===== config.mk =====
export PLATFORM = sky130hd
export DESIGN_NAME = vga_timing_frame
export DESIGN_NICKNAME = d
export VERILOG_FILES = /design/src/rtl/vga_timing_pkg.sv /design/src/rtl/wrap_counter.sv /design/src/rtl/vga_timing_frame.sv
export SDC_FILE = /design/constraint.sdc
export NUM_CORES = 1
export LEC_CHECK = 0
export BUFFER_PORTS_ARGS = -buffer_cell sky130_fd_sc_hd__buf_2
export CAP_MARGIN = 0
export CORE_MARGIN = 4
export CORE_UTILIZATION = 49
export DETAILED_ROUTE_END_ITERATION = 10
export HOLD_SLACK_MARGIN = 0.06
export PLACE_DENSITY = 0.82
export SLEW_MARGIN = 0
export SYNTH_ARGS = -nofsm -noshare
export SYNTH_HDL_FRONTEND = slang
export SYNTH_HIERARCHICAL = 1
export SYNTH_SLANG_ARGS = --single-unit
export TNS_END_PERCENT = 5

===== constraint.sdc =====
create_clock -name clk -period 2.8 [get_ports clk]
set_clock_uncertainty 0.1 [all_clocks]
set_input_delay 0.28 -clock clk [delete_from_list [all_inputs] [get_ports clk]]
set_output_delay 0.28 -clock clk [all_outputs]
set_load 0.005 [all_outputs]

===== src/rtl/vga_timing_pkg.sv =====
// Shared 640x480@60 timing constants, band state type and window-decode helper
// for the VGA frame timing generator.
package vga_timing_pkg;

  localparam int unsigned H_FRONT = 16;
  localparam int unsigned H_SYNC  = 96;
  localparam int unsigned H_BACK  = 48;
  localparam int unsigned H_TOTAL = 800;
  localparam int unsigned V_FRONT = 10;
  localparam int unsigned V_SYNC  = 2;
  localparam int unsigned V_BACK  = 33;
  localparam int unsigned V_TOTAL = 525;

  localparam int unsigned POS_W   = 10;
  localparam int unsigned FRAME_W = 11;

  // Each sync pulse starts right after the visible area plus the front porch.
  localparam int unsigned H_VISIBLE = H_TOTAL - H_FRONT - H_SYNC - H_BACK;
  localparam int unsigned V_VISIBLE = V_TOTAL - V_FRONT - V_SYNC - V_BACK;
  localparam int unsigned HS_FIRST  = H_VISIBLE + H_FRONT;
  localparam int unsigned HS_LAST   = HS_FIRST + H_SYNC - 1;
  localparam int unsigned VS_FIRST  = V_VISIBLE + V_FRONT;
  localparam int unsigned VS_LAST   = VS_FIRST + V_SYNC - 1;

  localparam int unsigned H_LAST = H_TOTAL - 1;
  localparam int unsigned V_LAST = V_TOTAL - 1;

  typedef enum logic [1:0] {
    BAND_0 = 2'd0,
    BAND_1 = 2'd1,
    BAND_2 = 2'd2,
    BAND_3 = 2'd3
  } band_e;

  function automatic logic in_window(input logic [POS_W-1:0] pos,
                                     input int unsigned      lo,
                                     input int unsigned      hi);
    return (pos >= POS_W'(lo)) && (pos <= POS_W'(hi));
  endfunction

endpackage


===== src/rtl/wrap_counter.sv =====
// Modulo-(LAST+1) up-counter with increment enable and a same-cycle wrap pulse,
// used for both the pixel column and the line counters.
module wrap_counter #(
  parameter int unsigned WIDTH = 10,
  parameter int unsigned LAST  = 799
) (
  input  logic             clk,
  input  logic             rst,
  input  logic             inc_i,
  output logic [WIDTH-1:0] count_o,
  output logic             wrap_o
);

  localparam logic [WIDTH-1:0] LAST_V = WIDTH'(LAST);
  localparam logic [WIDTH-1:0] ONE_V  = WIDTH'(1);

  logic [WIDTH-1:0] count_q, count_d;
  logic             at_last;

  assign at_last = (count_q == LAST_V);
  assign wrap_o  = inc_i & at_last;
  assign count_o = count_q;

  // NOTE: every combinational output gets a default first so no path can infer a latch.
  always_comb begin
    count_d = count_q;
    if (inc_i) begin
      count_d = at_last ? '0 : count_q + ONE_V;
    end
  end

  // NOTE: sequential state uses non-blocking assignment so all registers sample together.
  always_ff @(posedge clk or posedge rst) begin
    if (rst) begin
      count_q <= '0;
    end else begin
      count_q <= count_d;
    end
  end

endmodule


===== src/rtl/vga_timing_frame.sv =====
// VGA 800x525 frame timing: column/line counters, frame counter, vertical band
// register and zero-latency sync/visibility/strobe decodes.
module vga_timing_frame
  import vga_timing_pkg::*;
#(
  parameter int unsigned H_ACTIVE = 640,
  parameter int unsigned V_ACTIVE = 480,
  parameter int unsigned BAND_H   = 120
) (
  input  logic               clk,
  input  logic               reset,
  input  logic               ena,
  output logic               hsync,
  output logic               vsync,
  output logic               display_on,
  output logic [POS_W-1:0]   hpos,
  output logic [POS_W-1:0]   vpos,
  output logic [FRAME_W-1:0] frame,
  output logic               frame_start,
  output logic               line_start,
  output logic [1:0]         band,
  output logic               grad_step
);

  // Band boundaries built by addition so no multiplier is implied.
  localparam int unsigned BAND_1_LINE = BAND_H;
  localparam int unsigned BAND_2_LINE = BAND_1_LINE + BAND_H;
  localparam int unsigned BAND_3_LINE = BAND_2_LINE + BAND_H;

  localparam logic [POS_W-1:0]   H_ACT_V = POS_W'(H_ACTIVE);
  localparam logic [POS_W-1:0]   V_ACT_V = POS_W'(V_ACTIVE);
  localparam logic [POS_W-1:0]   B1_V    = POS_W'(BAND_1_LINE);
  localparam logic [POS_W-1:0]   B2_V    = POS_W'(BAND_2_LINE);
  localparam logic [POS_W-1:0]   B3_V    = POS_W'(BAND_3_LINE);
  localparam logic [POS_W-1:0]   B1_PRE  = POS_W'(BAND_1_LINE - 1);
  localparam logic [POS_W-1:0]   B2_PRE  = POS_W'(BAND_2_LINE - 1);
  localparam logic [POS_W-1:0]   B3_PRE  = POS_W'(BAND_3_LINE - 1);
  localparam logic [FRAME_W-1:0] FRAME_ONE = FRAME_W'(1);

  logic               h_wrap;
  logic               v_wrap;
  logic [FRAME_W-1:0] frame_q, frame_d;
  band_e              band_q, band_d;
  logic               band_edge_line;

  wrap_counter #(
    .WIDTH (POS_W),
    .LAST  (H_LAST)
  ) u_hcnt (
    .clk     (clk),
    .rst     (reset),
    .inc_i   (ena),
    .count_o (hpos),
    .wrap_o  (h_wrap)
  );

  wrap_counter #(
    .WIDTH (POS_W),
    .LAST  (V_LAST)
  ) u_vcnt (
    .clk     (clk),
    .rst     (reset),
    .inc_i   (h_wrap),
    .count_o (vpos),
    .wrap_o  (v_wrap)
  );

  // v_wrap already implies the column wrap, so frame moves with both counters.
  always_comb begin
    frame_d = frame_q;
    if (v_wrap) begin
      frame_d = frame_q + FRAME_ONE;
    end
  end

  // Band steps when the line about to start is a band boundary; 3 is terminal until frame wrap.
  always_comb begin
    band_d = band_q;
    if (v_wrap) begin
      band_d = BAND_0;
    end else if (h_wrap) begin
      case (band_q)
        BAND_0:  if (vpos == B1_PRE) band_d = BAND_1;
        BAND_1:  if (vpos == B2_PRE) band_d = BAND_2;
        BAND_2:  if (vpos == B3_PRE) band_d = BAND_3;
        default: band_d = band_q;
      endcase
    end
  end

  always_ff @(posedge clk or posedge reset) begin
    if (reset) begin
      frame_q <= '0;
      band_q  <= BAND_0;
    end else begin
      frame_q <= frame_d;
      band_q  <= band_d;
    end
  end

  assign band_edge_line = (vpos == '0) || (vpos == B1_V) || (vpos == B2_V) || (vpos == B3_V);

  assign hsync       = ~in_window(hpos, HS_FIRST, HS_LAST);
  assign vsync       = ~in_window(vpos, VS_FIRST, VS_LAST);
  assign display_on  = (hpos < H_ACT_V) && (vpos < V_ACT_V);
  assign line_start  = (hpos == '0);
  assign frame_start = line_start && (vpos == '0);
  assign grad_step   = line_start && !band_edge_line;
  assign frame       = frame_q;
  assign band        = band_q;

endmodule


Yosys cells after proc, flatten, opt, wreduce, memory -nomap -nowiden. Index checks and enable logic that the tools add are counted.

Word-level logic and storage cells: 53. Input port bits: 3. Register bits after elaboration: 33. Output and inout port bits: 39.

Bitwise gates (word level): 4. Reductions and logical operators: 15. Mux-type cells: 8. Equal/unequal tests: 13. Magnitude comparators: 6. $add $sub $neg: 3.

Operators by type and width (number): 10-bit by 1-bit adder with 10-bit output (second input constant) (2); 10-bit == test (second input constant) (2); 10-bit by 7-bit == test with 1-bit output (second input constant) (2); 10-bit by 8-bit == test with 1-bit output (second input constant) (2); 10-bit by 9-bit == test with 1-bit output (second input constant) (2); 10-bit logical NOT (2); 10-bit 2-to-1 mux (2); 11-bit by 1-bit adder with 11-bit output (second input constant) (1); 10-bit >= comparator (second input constant) (1); 10-bit by 9-bit >= comparator with 1-bit output (second input constant) (1); 10-bit <= comparator (second input constant) (1); 10-bit by 9-bit <= comparator with 1-bit output (second input constant) (1); 10-bit < comparator (second input constant) (1); 10-bit by 9-bit < comparator with 1-bit output (second input constant) (1); 2-bit 2-to-1 mux (5); 3-bit by 2-bit inequality test with 1-bit output (second input constant) (3); 2-bit case mux with 3 select lines (1); 1-bit logical AND (5); 5-bit AND reduction (1); 4-bit nonzero test (1); 1-bit logical OR (3); 1-bit AND (2); 2-bit by 1-bit == test with 1-bit output (second input constant) (1); 2-bit == test (second input constant) (1); other kinds (4) (5).

Depth between registers and ports, before layout. Gate-level depths: netlist of run 1.

Word-level depth: 6. Depth in mapped cells: 11. Depth with buffers taken out: 9.

Cells and area by module. The synthesis of run 1 kept the hierarchy.

Modules (own cells, without submodules): vga_timing_frame (seq. area each 325.3 µm², times used 1, cells each 88, area an instance 855.8 µm²); wrap_counter (u_vcnt) (seq. area each 250.2 µm², times used 1, cells each 50, area an instance 544.3 µm²); wrap_counter (u_hcnt) (seq. area each 250.2 µm², times used 1, cells each 53, area an instance 521.8 µm²).

Worst setup path after synthesis of run 1. OpenSTA, ideal clock, no wires.

Path kind: register -> register. From: reg u_hcnt.count_q[5], in the netlist u_hcnt/count_o[5]. To: reg band_q[1], in the netlist band[1]. Clock period less this slack: 2710 ps. Setup time: 69 ps. Stages on the path, launching flop included: 12. Slack: 90 ps. Data arrival time: 2541 ps. Required time: 2631 ps. Path through: dfrtp_1 > nor4b_2 > nand3_2 > nor2_2 > buf_6 > nand3_1 > nor3_1 > buf_2 > nand2b_1 > a41oi_2 > or4_1 > nand3_1.

Longest elaborated chain between the ends: 5. Elaborated cells on any way between the ends: 10. Those cells by class: eq/ne: 4; mux: 1; bitwise: 2; reduce/logical: 3.

Ends and longest elaborated chain: start, declared (RTL line wrap_counter.sv:17) `logic [WIDTH-1:0] count_q, count_d;`; start signal, assigned (RTL line wrap_counter.sv:37) `count_q <= count_d;`; 10-bit == test * (RTL line wrap_counter.sv:20) `assign at_last = (count_q == LAST_V);`; 1-bit AND * (RTL line wrap_counter.sv:21) `assign wrap_o = inc_i & at_last;`; net h_wrap (RTL line vga_timing_frame.sv:40) `logic h_wrap;`; 1-bit AND * (RTL line wrap_counter.sv:21); net v_wrap (RTL line vga_timing_frame.sv:41) `logic v_wrap;`; 3-bit by 2-bit inequality test with 1-bit output (no source line), or another cell as far along; 5-bit AND reduction (no source line); end signal, assigned (RTL line vga_timing_frame.sv:97) `band_q <= band_d;`; end, declared (RTL line vga_timing_frame.sv:43) `band_e band_q, band_d;`.

The timed path passes the listed nets; every way through them passes the cells marked *. A chain may end at the register's enable or synchronous reset.

Final worst setup path of run 1.
From: reg u_hcnt.count_q[6], in the netlist u_hcnt/count_o[6]. To: reg frame_q[8], in the netlist frame[8].

Longest elaborated chain between the ends: 3.

Ends and longest elaborated chain: 10-bit == test (RTL line wrap_counter.sv:20); 1-bit AND (RTL line wrap_counter.sv:21); net h_wrap (RTL line vga_timing_frame.sv:40); 1-bit AND (RTL line wrap_counter.sv:21); net v_wrap (RTL line vga_timing_frame.sv:41); end signal, assigned (RTL line vga_timing_frame.sv:96) `frame_q <= frame_d;`; end, declared (RTL line vga_timing_frame.sv:42) `logic [FRAME_W-1:0] frame_q, frame_d;`.

The timed path passes the listed nets, and every way through them passes these cells.

==> results of run 1 <==
==> worst min-delay path by stage <==
stage,depth (start not counted),slack (ns),end,startpoint
2_1_floorplan,1,0.02,u_hcnt/count_o[0],reset
3_3_place_gp,2,0.20,u_hcnt/count_o[8],reset
3_5_place_dp,2,0.21,u_hcnt/count_o[3],reset
4_1_cts,2,0.18,u_hcnt/count_o[1],ena
5_1_grt,2,0.20,u_hcnt/count_o[1],ena
6_report,2,0.19,u_hcnt/count_o[1],ena
==> layer usage <==
layer	vias to the layer above	global-route usage, %
met5	-	0
met4	0	7.93
met3	14	3.55
met2	67	28.0
met1	753	24.4
li1	786	-
==> worst max-delay path, cell delays in order (launching register included) <==
cell and delay [ns]:
dfrtp_1 0.46, nor4b_2 0.36, nand3_2 0.16, nor2_2 0.15, nand3_1 0.18, nor3_2 0.24
buf_4 0.19, nand4_1 0.13, nor2_1 0.25, nand3_1 0.13, xnor2_1 0.14
==> cells in the final DEF (no fill, tap or decap), types with 2 or more instances in the layout <==
master	synthesis	final
nor2_1	16	16
xnor2_1	11	11
nand3_1	11	11
xor2_1	14	14
or4_1	4	4
ha_1	7	7
and3_1	4	4
o21ai_0	2	2
buf_4	0	6
mux2i_1	2	2
inv_1	11	11
nand4_1	7	7
nand2b_1	3	3
nor3_1	7	6
clkbuf_8	0	6
nand2_1	18	18
buf_2	2	41
dfrtp_1	33	33
nor3b_1	2	2
==> sequential cells by signal, summed over array words and instances (netlist names) <==
| register | cells |
|---|---|
| frame | 11 |
| u_hcnt/count_o | 10 |
| u_vcnt/count_o | 10 |
| band | 2 |
==> cell families after synthesis <==
family | synth area share (%)
and+or+nand+nor | 29.7
DFF | 43.0
xor gates and xnor gates | 11.4
AOI/OAI and AO/OA | 6.51
buffers and inverters | 3.26
adders and majority gates | 4.56
muxes | 1.63
==> layout make-up <==
cell class	instances	area share (%)
multi-input combinational	144	44.3
sequential	33	35.3
timing repair buffer	48	11.1
clock buffer	7	3.69
tap	48	2.56
inverter	11	1.76
clock inverter	1	1.28
==> report_power, final <==
part           internal, W  switching [W]
sequential        0.000517      0.0000579
combinational     0.000107       0.000112
clock             0.000290       0.000165
==> metrics by stage <==
stage | setup WS (ns) | instance area, µm² | hold WS, ns
2_1_floorplan | 0.0901 | 1920 | 0.0202
5_1_grt | -0.00951 | 2340 | 0.195
3_5_place_dp | 0.192 | 2210 | 0.208
3_3_place_gp | 0.358 | 2210 | 0.204
6_report | 0.199 | 2340 | 0.187
4_1_cts | 0.154 | 2340 | 0.176
==> what timing repair did <==
| action | 4_1_cts | 5_1_grt |
|---|---|---|
| hold buffers | 1 | 0 |
| endpoints found under the hold margin | 33 | 0 |
| setup endpoints to repair | 0 | 2 |
| resized for setup | 0 | 1 |
==> results.yml, run 1 <==
synthesis:
  synth_top_area_share_pct: 43.0
  synth_fp_nets: 201
  ys_seq_area_share_pct: 43.0
  syn_avg_cell_area_um2: 10.1
  synthCells: 191
  synthTopCellsByCount: "dfrtp_1 (33), nand2_1 (18), nor2_1 (16), xor2_1 (14)"
  synth_cell_types: 54
  synth_area_leaders: "dfrtp_1 (43%), xor2_1 (6.4%), xnor2_1 (5.0%)"
  synth_warnings: 6
  synth_area_um2: 1920
  synth_edf_count: 0
  synthArstFlopShare_pct: 100
  ys.flop_type: "dfrtp_1"
  synth.most_common_cell: "dfrtp_1"
  yosysTopAreaCell: "dfrtp_1"
  synth_seq_cells: 33
critical_path:
  arrival_ns: 2.66
  rr_startpoint: "u_hcnt/count_o[6]"
  r2r_slack_ns: 0.20
  cp-startpoint: "u_hcnt/count_o[6]"
  start_kind: "flip-flop"
  end_kind: "flip-flop"
  reg2regPathDepth: 10
  path_class: "flip-flop to flip-flop"
  cp-endpoint: "frame[8]"
  required_ns: 2.86
  r2r-end: "frame[8]"
  path_max_fanout: 9
clock_tree:
  cts_buffers: 5
  cts_setup_buffers: 0
  worstSkewPairLatency_ns: 0.28
  cts-root-buf: "clkbuf_8"
  clk_path_buf_depth: 2
  clock-sinks: 33
  cts_tree: "done"
  h-tree-depth: 2
  cts.clk_slew.worst_paths_ns: 0.07
die:
  row_count: 22
  die_area_um2: 4990
  fp.dieW_um: 70.6
  boundaryPins: 42
  initial_core_util_pct: 51.7
  dieHeight_um: 70.6
  core-area_um2: 3720
detailed_routing:
  drt.antenna.violating_nets: 0
  first_iter_violations: 128
  drt-pass1-iter-count: 4
  met3WireLength_um: 346
  wl_per_cell_um: 14.7
  drc: 0
  vias: 1620
  dr_wl_met2_mm: 2.02
  topRoutingLayerUsed: "met4"
  drt-total-wl_mm: 4.30
  met1_length_mm: 1.81
  vias_per_cell: 5.55
placement:
  dp_cells: 283
  hpwl_mm: 3.07
  io_buffers: 41
  gp_congestion: 0.875
run_status:
  status: "completed"
global_route:
  grt_start_max_net_pins: 14
  grt.overflow.total: 0
  grt_util_all_layers_pct: 18.0
  grt_pass1_wl_mm: 7.27
  antenna_found_initial: 0
  grt_pass1_vias: 1529
timing:
  finalHoldViolations: 0
  relSlewSlack_pct: 68.6
  max_freq_mhz: 385
  tightestPinTransition_ns: 0.471
  tns_ns: 0
  fin_crit_sh_pct: 92.9
  setup_viol: 0
  fin_crit_ns: 2.60
  drv_slew: 0
power:
  power_w: 0.00125
  leakage_nw: 1.20
  p_per_area_nw_per_um2: 534
  peakVddDrop_mv: 0.475
layout:
  multi_input_area_um2: 1040
  antennaDiodeCount: 0
  final_layout_size_suffix_gt1_share_pct: 28.7
  layout.nets: 253
  fillerInstances: 313
  final_util_pct: 63.0
  stdcell_count: 292
  register_area_um2: 826
  area_growth_pct: 21.9
min_path:
  min_path_type: "input pin to flip-flop"
run:
  max_cap_violations: 0
Note: power is estimated with default switching activity, not from simulation.
==> run 2: changes to the inputs <==
==> constraint.sdc (replaced) <==
create_clock -name clk -period 2.8 [get_ports clk]
set_clock_uncertainty 0.1 [all_clocks]
set_input_delay 0.56 -clock clk [delete_from_list [all_inputs] [get_ports clk]]
set_output_delay 0.56 -clock clk [all_outputs]
set_load 0.005 [all_outputs]
==> run 2 against run 1 <==
Effect of this change: clock power about the same; core utilization fell by 0.40 points; non-clock buffer count down 2; combinational power decreased by 2%; final area is 0.64% lower; fmax rose by 1.0%; clock-buffer cell count did not move; routed wire length fell by 2.0%; die area is the same; critical endpoint is now grad_step; highest routed layer unchanged.
==> results.yml, run 2 (synthesis results as in run 1) <==
global_route:
  grt_start_max_net_pins: 14
  grt.overflow.total: 0
  grt_util_all_layers_pct: 17.9
  grt_pass1_wl_mm: 7.24
  antenna_found_initial: 0
  grt_pass1_vias: 1505
placement:
  hpwl_mm: 3.08
  io_buffers: 41
  gp_congestion: 0.870
layout:
  largest_register_ffs: 11
  mostFrequentLayoutCells: "buf_2 (41), dfrtp_1 (33), nand2_1 (18)"
  antennaDiodeCount: 0
  register_area_um2: 826
  fillerInstances: 323
  area_growth_pct: 21.1
  layout_commonest_cell: "buf_2"
  layout.nets: 251
  multi_input_area_um2: 1040
  final_layout_size_suffix_gt1_share_pct: 28.9
run_status:
  status: "completed"
detailed_routing:
  drt-total-wl_mm: 4.21
  drt-pass1-iter-count: 4
  vias: 1567
  wl_per_cell_um: 14.5
  vias_per_cell: 5.40
  drt.antenna.violating_nets: 0
  drc: 0
  first_iter_violations: 81
run:
  max_cap_violations: 0
power:
  peakVddDrop_mv: 0.416
  p_per_area_nw_per_um2: 536
  power_w: 0.00125
  leakage_nw: 1.19
clock_tree:
  h-tree-depth: 2
  cts_buffers: 5
  cts-root-buf: "clkbuf_8"
  cts_tree: "done"
  worstSkewPairLatency_ns: 0.28
  clk_path_buf_depth: 2
  cts_hold_buf: 0
  clock-sinks: 33
  cts.clk_slew.worst_paths_ns: 0.07
timing:
  relSlewSlack_pct: 68.8
  finalHoldViolations: 0
  setup_viol: 0
  fin_crit_sh_pct: 92.0
  max_freq_mhz: 388
  drv_slew: 0
  tns_ns: 0
  fin_crit_ns: 2.57
  tightestPinTransition_ns: 0.467
min_path:
  min_path_type: "input pin to async pin"
die:
  initial_core_util_pct: 51.7
  row_count: 22
  boundaryPins: 42
  core-area_um2: 3720
  die_area_um2: 4990
  dieHeight_um: 70.6
  fp.dieW_um: 70.6
critical_path:
  path_max_fanout: 12
  path_class: "flip-flop to primary output"
  start_kind: "flip-flop"
  arrival_ns: 1.91
  required_ns: 2.14
  end_kind: "primary output"
run 2: where the power goes:
| group | leakage, nW | internal (W) | switching [W] |
|---|---|---|---|
| Combinational | 0.695 | 0.000107 | 0.000108 |
| Sequential | 0.436 | 0.000517 | 0.0000587 |
| Clock | 0.0585 | 0.000290 | 0.000168 |
| Total | 1.19 | 0.000913 | 0.000335 |
run 2: per-layer routing:
metal  part of all wire (%)  GRT usage (%)  up-vias
li1                       -              -      778
met1                     46           23.7      752
met2                     49           28.8       31
met3                    4.4           4.55        6
met4                    1.4           6.26        0
met5                      0              0        -
run 2: worst max-delay path: stages, from the launching register on:
cell	delay [ns]
dfrtp_1	0.53
or4_1	0.54
a21boi_0	0.14
o21ai_0	0.18
a21oi_1	0.09
buf_2	0.14
run 2: worst paths after layout:
| kind | from | end | slack (ns) | depth (start not counted) |
|---|---|---|---|---|
| worst max register to register | u_hcnt/count_o[6] | frame[7] | 0.27 | 10 |
| worst min register to register | frame[10] | frame[10] | 0.37 | 1 |
| worst max-delay path | u_vcnt/count_o[4] | grad_step | 0.23 | 5 |
| worst min-delay path | reset | u_hcnt/count_o[8] | 0.17 | 2 |
| max in group asynchronous | reset | frame[3] | 2.08 | 2 |
| min in group clk | frame[10] | frame[10] | 0.37 | 1 |
run 2: per-stage QoR:
stage               utilization (%)  std cells  instance area, µm²  worst slack, ns  hold slack, ns
finish                         62.6        290                2330            0.225           0.172
global route                   62.6        290                2330         -0.00594           0.193
CTS                            62.4        290                2320            0.219           0.186
detailed placement             59.3        282                2200            0.234           0.360
global placement               59.3        282                2200            0.350           0.361
floorplan                         -        191                1920           0.0901           0.300
run 2: what timing repair did:
item / in CTS / in global routing
resized for setup: 0 / 2
buffers inserted: 0 / 0
setup endpoints to repair: 0 / 4
run 2: cell type report:
class / instances / share of cell area, %
clock buffers: 7 / 3.71
clock inverters: 1 / 1.29
inverters: 11 / 1.77
multi-input cells: 144 / 44.7
flip-flops and latches: 33 / 35.5
well taps: 48 / 2.58
repair buffers: 46 / 10.4
